**config.mk**
```make
export PLATFORM = sky130hd
export DESIGN_NAME = regfile_scoreboard
export DESIGN_NICKNAME = d
export VERILOG_FILES = /design/src/rtl/regfile_pkg.sv /design/src/rtl/pending_popcount.sv /design/src/rtl/regfile_scoreboard.sv
export SDC_FILE = /design/constraint.sdc
export NUM_CORES = 2
export LEC_CHECK = 0
export BUFFER_PORTS_ARGS = -buffer_cell sky130_fd_sc_hd__clkbuf_2
export CAP_MARGIN = 20
export CORE_MARGIN = 2
export CORE_UTILIZATION = 30
export DETAILED_ROUTE_END_ITERATION = 10
export SLEW_MARGIN = 30
export SYNTH_ARGS = -nofsm -noshare
export SYNTH_HDL_FRONTEND = slang
export SYNTH_SLANG_ARGS = --single-unit
```
**constraint.sdc**
```tcl
create_clock -name Clk -period 5.8 [get_ports Clk]
set_input_delay 1.16 -clock Clk [delete_from_list [all_inputs] [get_ports Clk]]
set_output_delay 1.16 -clock Clk [all_outputs]
set_load 0.01 [all_outputs]
```
**src/rtl/regfile_pkg.sv**
```systemverilog
// Shared sizes, constants and typedefs for the register file with hazard scoreboard.
package regfile_pkg;
  localparam int unsigned REG_WIDTH      = 32;
  localparam int unsigned REG_ADDR_WIDTH = 5;
  localparam logic [REG_ADDR_WIDTH-1:0] REG_ZERO = 5'd0;

  typedef logic [REG_ADDR_WIDTH-1:0] reg_addr_t;
  typedef logic [REG_WIDTH-1:0]      reg_data_t;
endpackage

```
**src/rtl/pending_popcount.sv**
```systemverilog
// Combinational population count of the scoreboard pending bitmap.
module pending_popcount #(
  parameter int unsigned N  = 32,
  parameter int unsigned CW = 6
) (
  input  logic [N-1:0]  i_vec,
  output logic [CW-1:0] o_count_c
);

  always_comb begin
    o_count_c = '0;
    for (int unsigned i = 0; i < N; i++) begin
      o_count_c = o_count_c + CW'(i_vec[i]);
    end
  end

endmodule

```
**src/rtl/regfile_scoreboard.sv**
```systemverilog
// 32-entry register file (r0 hard-wired to zero) with a pending-producer scoreboard.
// Define REGFILE_BYPASS_EN to forward same-cycle write data onto the read ports.
module regfile_scoreboard
  import regfile_pkg::*;
#(
  parameter int unsigned WIDTH      = REG_WIDTH,
  parameter int unsigned ADDR_WIDTH = REG_ADDR_WIDTH
) (
  input  logic                    Clk,
  input  logic                    Rst_n,
  input  logic [ADDR_WIDTH-1:0]   ReadRegister1,
  input  logic [ADDR_WIDTH-1:0]   ReadRegister2,
  output logic [WIDTH-1:0]        ReadData1,
  output logic [WIDTH-1:0]        ReadData2,
  output logic                    ReadBusy1,
  output logic                    ReadBusy2,
  input  logic [ADDR_WIDTH-1:0]   WriteRegister,
  input  logic [WIDTH-1:0]        WriteData,
  input  logic                    RegWrite,
  input  logic [ADDR_WIDTH-1:0]   ReserveRegister,
  input  logic                    Reserve,
  output logic [2**ADDR_WIDTH-1:0] Pending,
  output logic [ADDR_WIDTH:0]     PendingCount
);

  localparam int unsigned DEPTH = 2**ADDR_WIDTH;
  localparam int unsigned CNT_W = ADDR_WIDTH + 1;

  logic [WIDTH-1:0] r_regs [DEPTH];
  logic [DEPTH-1:0] r_pending;
  logic [DEPTH-1:0] w_pending_nxt;
  logic [CNT_W-1:0] r_pending_count;
  logic [CNT_W-1:0] w_pending_count;
  logic             w_wr_en;
  logic             w_rsv_en;

  assign w_wr_en  = RegWrite && (WriteRegister != ADDR_WIDTH'(REG_ZERO));
  assign w_rsv_en = Reserve && (ReserveRegister != ADDR_WIDTH'(REG_ZERO));

  // Reserve is applied after the write clear so a new producer wins on the same edge.
  always_comb begin
    w_pending_nxt = r_pending;
    if (w_wr_en)  w_pending_nxt[WriteRegister]   = 1'b0;
    if (w_rsv_en) w_pending_nxt[ReserveRegister] = 1'b1;
    w_pending_nxt[0] = 1'b0;
  end

  pending_popcount #(
    .N  (DEPTH),
    .CW (CNT_W)
  ) u_popcount (
    .i_vec     (w_pending_nxt),
    .o_count_c (w_pending_count)
  );

  always_ff @(posedge Clk or negedge Rst_n) begin
    if (!Rst_n) begin
      for (int unsigned i = 0; i < DEPTH; i++) r_regs[i] <= '0;
    end else if (w_wr_en) begin
      r_regs[WriteRegister] <= WriteData;
    end
  end

  always_ff @(posedge Clk or negedge Rst_n) begin
    if (!Rst_n) begin
      r_pending       <= '0;
      r_pending_count <= '0;
    end else begin
      r_pending       <= w_pending_nxt;
      r_pending_count <= w_pending_count;
    end
  end

  assign Pending      = r_pending;
  assign PendingCount = r_pending_count;

`ifdef REGFILE_BYPASS_EN
  logic w_byp1;
  logic w_byp2;

  // Reset gating keeps the read ports at zero while reset is asserted.
  assign w_byp1 = Rst_n && w_wr_en && (WriteRegister == ReadRegister1);
  assign w_byp2 = Rst_n && w_wr_en && (WriteRegister == ReadRegister2);

  assign ReadData1 = w_byp1 ? WriteData : r_regs[ReadRegister1];
  assign ReadData2 = w_byp2 ? WriteData : r_regs[ReadRegister2];
  assign ReadBusy1 = r_pending[ReadRegister1] && !w_byp1;
  assign ReadBusy2 = r_pending[ReadRegister2] && !w_byp2;
`else
  assign ReadData1 = r_regs[ReadRegister1];
  assign ReadData2 = r_regs[ReadRegister2];
  assign ReadBusy1 = r_pending[ReadRegister1];
  assign ReadBusy2 = r_pending[ReadRegister2];
`endif

endmodule

```
==> impl_metrics.env <==
export IMPL_outcome="complete, no violations"
export IMPL_mostFrequentLayoutCells="sky130_fd_sc_hd__dfrtp_1, sky130_fd_sc_hd__mux2_2, sky130_fd_sc_hd__mux4_2, sky130_fd_sc_hd__o22ai_1, sky130_fd_sc_hd__buf_4"
export IMPL_timing_final_setup_violations=0
export IMPL_cts_sinks=1061
export IMPL_drt_iter0_drc=2913
export IMPL_first_global_vias=36200
export IMPL_mostFrequentLayoutCell="sky130_fd_sc_hd__dfrtp_1"
export IMPL_count_of_cell_types_in_the_netlist=50
export IMPL_placeableCoreArea_mm2=0.183
export IMPL_async_reset_ff_share_pct=100
export IMPL_drt_pass1_iter_count=5
export IMPL_max_cap_violations=0
export IMPL_dp_final_hpwl_mm=103
export IMPL_grt_start_max_net_pins=128
export IMPL_postSynthRegisterBits=1061
export IMPL_detail_route_antenna_nets=0
export IMPL_max_clock_freq_mhz=177
export IMPL_yosys_most_used_dff="sky130_fd_sc_hd__dfrtp_1"
export IMPL_fin_crit_ns=5.65
export IMPL_routed_wirelength_mm=178
export IMPL_startpoint_class="primary input"
export IMPL_yosysTopAreaCell="sky130_fd_sc_hd__dfrtp_1"
export IMPL_ys_top_cells_by_area="sky130_fd_sc_hd__dfrtp_1, sky130_fd_sc_hd__mux4_2, sky130_fd_sc_hd__mux2_2"
export IMPL_fin_setup_tns_ns=0
export IMPL_grt_setup_unrepaired="no"
export IMPL_grt_util_all_layers_pct=18.9
export IMPL_cts_tree="yes"
export IMPL_cts_hold_buffers_added=0
export IMPL_timing_critical_path_required_ns=6.44
export IMPL_port_buffer_count=158
export IMPL_netlist_instances=3577
export IMPL_peakVddDrop_mv=0.873
export IMPL_num_nets_final=3742
export IMPL_overflow=0
export IMPL_min_path_type="reg2reg"
export IMPL_utilization_pct=34.8
export IMPL_design_die_area_mm2=0.188
export IMPL_antenna_found_initial=13
export IMPL_syn_num_nets=3665
export IMPL_worst_slew_pin_transition_ns=0.985
export IMPL_slowest_stage_delay_on_critical_path_ns=0.56
export IMPL_total_leakage_power_nw=27.5
export IMPL_yosysTopAreaCellShare_pct=48.0
export IMPL_powerDensity_mw_per_mm2=387
export IMPL_cpMaxStageDelayCell="sky130_fd_sc_hd__fa_2"
export IMPL_post_route_drc=0
export IMPL_synth_area_per_cell_um2=15.5
export IMPL_finalMaxSlewViolations=0
export IMPL_placement_rows=157
export IMPL_ioPinCount=160
export IMPL_critPathArrivalTime_ns=6.29
export IMPL_h_tree_depth=3
export IMPL_initial_utilization_pct=30.2
export IMPL_timing_setup_critical_path_class="in2reg"
export IMPL_vias_per_cell=5.63
export IMPL_synth_edff_count=0
export IMPL_drive_gt1_share_pct=56.9
export IMPL_critPathMostFrequentCell="sky130_fd_sc_hd__fa_2"
export IMPL_insertion_delay_ns=0.73
export IMPL_cts_root_buf="sky130_fd_sc_hd__clkbuf_16"
export IMPL_die_height_um=433
export IMPL_area_delta_synth_final_pct=15.2
export IMPL_cts_path_max_buffers=3
export IMPL_synth_area_mm2=0.0553
export IMPL_avgRoutedWirePerCell_um=28.6
export IMPL_cts_clk_slew_worst_paths_ns=0.06
export IMPL_worst_clock_skew_ns=0.0150
export IMPL_finalWeightedCongestion=0.896
export IMPL_finalPower_mw=24.6
export IMPL_report_final_hold_viol_count=0
export IMPL_grt_first_pass_wirelength_mm=259
export IMPL_worst_slew_margin_rel_pct=34.3
export IMPL_route_vias_total=35000
export IMPL_numCtsBuffers=112
export IMPL_critPathCaptureType="flop"
export IMPL_cts_post_setup_buffers_inserted=0
export IMPL_critical_path_cell_chain="clkbuf_2 -> buf_4 -> nor3b_2 -> buf_4 -> nand2_4 -> a22o_1 -> fa_1 -> inv_1 -> fa_1 -> fa_2 -> inv_2 -> fa_2 -> inv_2 -> fa_2 -> fa_1 -> inv_1 -> ha_2 -> fa_2 -> a21o_1 -> a21oi_2 -> xnor2_1"
export IMPL_yosysWarningCount=0
export IMPL_cp_max_fo=9
export IMPL_chipWidth_um=433
export IMPL_proportion_of_synthesized_chip_area_in_sequential_cells_pct=48.0
export IMPL_period_share_pct=97.4
## critical path, delay by kind of cell
family	cells	cell delay, ns
AOI/OAI and AO/OA	3	0.52
xor gates and xnor gates	1	0.13
and+or+nand+nor	2	0.23
adders and majority gates	8	3.53
buffers and inverters	7	0.73
## cell families after synthesis
kind of cell | share of synthesized area (%)
other | 0.00678
DFF | 48.0
xor gates and xnor gates | 0.0475
buffers and inverters | 3.55
adders and majority gates | 1.04
and+or+nand+nor | 2.02
muxes | 41.6
AOI/OAI and AO/OA | 3.74
## layout make-up
type	instances	area, um^2
inverters	43	161
multi-input cells	2065	27100
diodes	6	15.0
well taps	2464	3080
repair buffers	371	3040
clock buffers	163	3270
flip-flops and latches	1061	26600
fillers	17600	119000
clock inverters	43	490
## flip-flops by register name, summed over array words and instances, names as in the netlist
signal,flops
Pending,31
PendingCount,6
r_regs,1024
## power by group
| group | internal [mW] | switching (mW) |
|---|---|---|
| Combinational | 4.18 | 3.14 |
| Clock | 4.26 | 3.14 |
| Sequential | 8.89 | 1.04 |
## worst paths after layout
| check | start | endpoint | slack (ns) | depth (start not counted) |
|---|---|---|---|---|
| worst max register to register | Pending[2] | PendingCount[4] | 0.69 | 17 |
| worst min-delay path | r_regs[1009] | r_regs[1009] | 0.39 | 0 |
| min in group asynchronous | Rst_n | r_regs[775] | 0.50 | 1 |
| worst max-delay path | WriteRegister[2] | PendingCount[4] | 0.15 | 21 |
| max in group asynchronous | Rst_n | r_regs[277] | 4.00 | 2 |
| worst min register to register | r_regs[1009] | r_regs[1009] | 0.39 | 0 |
## stage by stage
stage / setup slack, ns / instance area [um^2] / instances / hold WS, ns
global route: 0.00176 / 63700 / 6216 / 0.410
detailed placement: -0.590 / 59900 / 6004 / 0.382
global placement: -0.557 / 59900 / 6001 / 0.376
CTS: 0.186 / 63700 / 6210 / 0.397
floorplan: -0.534 / 55400 / 3577 / 0.441
finish: 0.148 / 63700 / 6216 / 0.395
## Yosys cell counts, types with 10 or more instances
cell and instances:
sky130_fd_sc_hd__a22o_1 22, sky130_fd_sc_hd__a22oi_1 10, sky130_fd_sc_hd__buf_1 53, sky130_fd_sc_hd__buf_2 155, sky130_fd_sc_hd__clkbuf_1 189, sky130_fd_sc_hd__dfrtp_1 1061
sky130_fd_sc_hd__fa_1 23, sky130_fd_sc_hd__inv_1 43, sky130_fd_sc_hd__mux2_2 996, sky130_fd_sc_hd__mux4_2 518, sky130_fd_sc_hd__nand2_1 32, sky130_fd_sc_hd__nand3b_1 13
sky130_fd_sc_hd__nor2_1 14, sky130_fd_sc_hd__nor2b_1 10, sky130_fd_sc_hd__nor4_1 64, sky130_fd_sc_hd__o22ai_1 257
## routing by layer
layer  global-route usage (%)  wire length (um)
met1                     23.9             71000
met2                     31.7             88700
met3                     2.88              9720
met4                     8.79              8400
met5                        0                52
## what timing repair did
item / 4_1_cts / 5_1_grt
endpoints found under the setup margin: 0 / 1
gates resized for setup: 0 / 1
endpoints found under the hold margin: 0 / 0
Note: power is estimated with default switching activity, not from simulation.
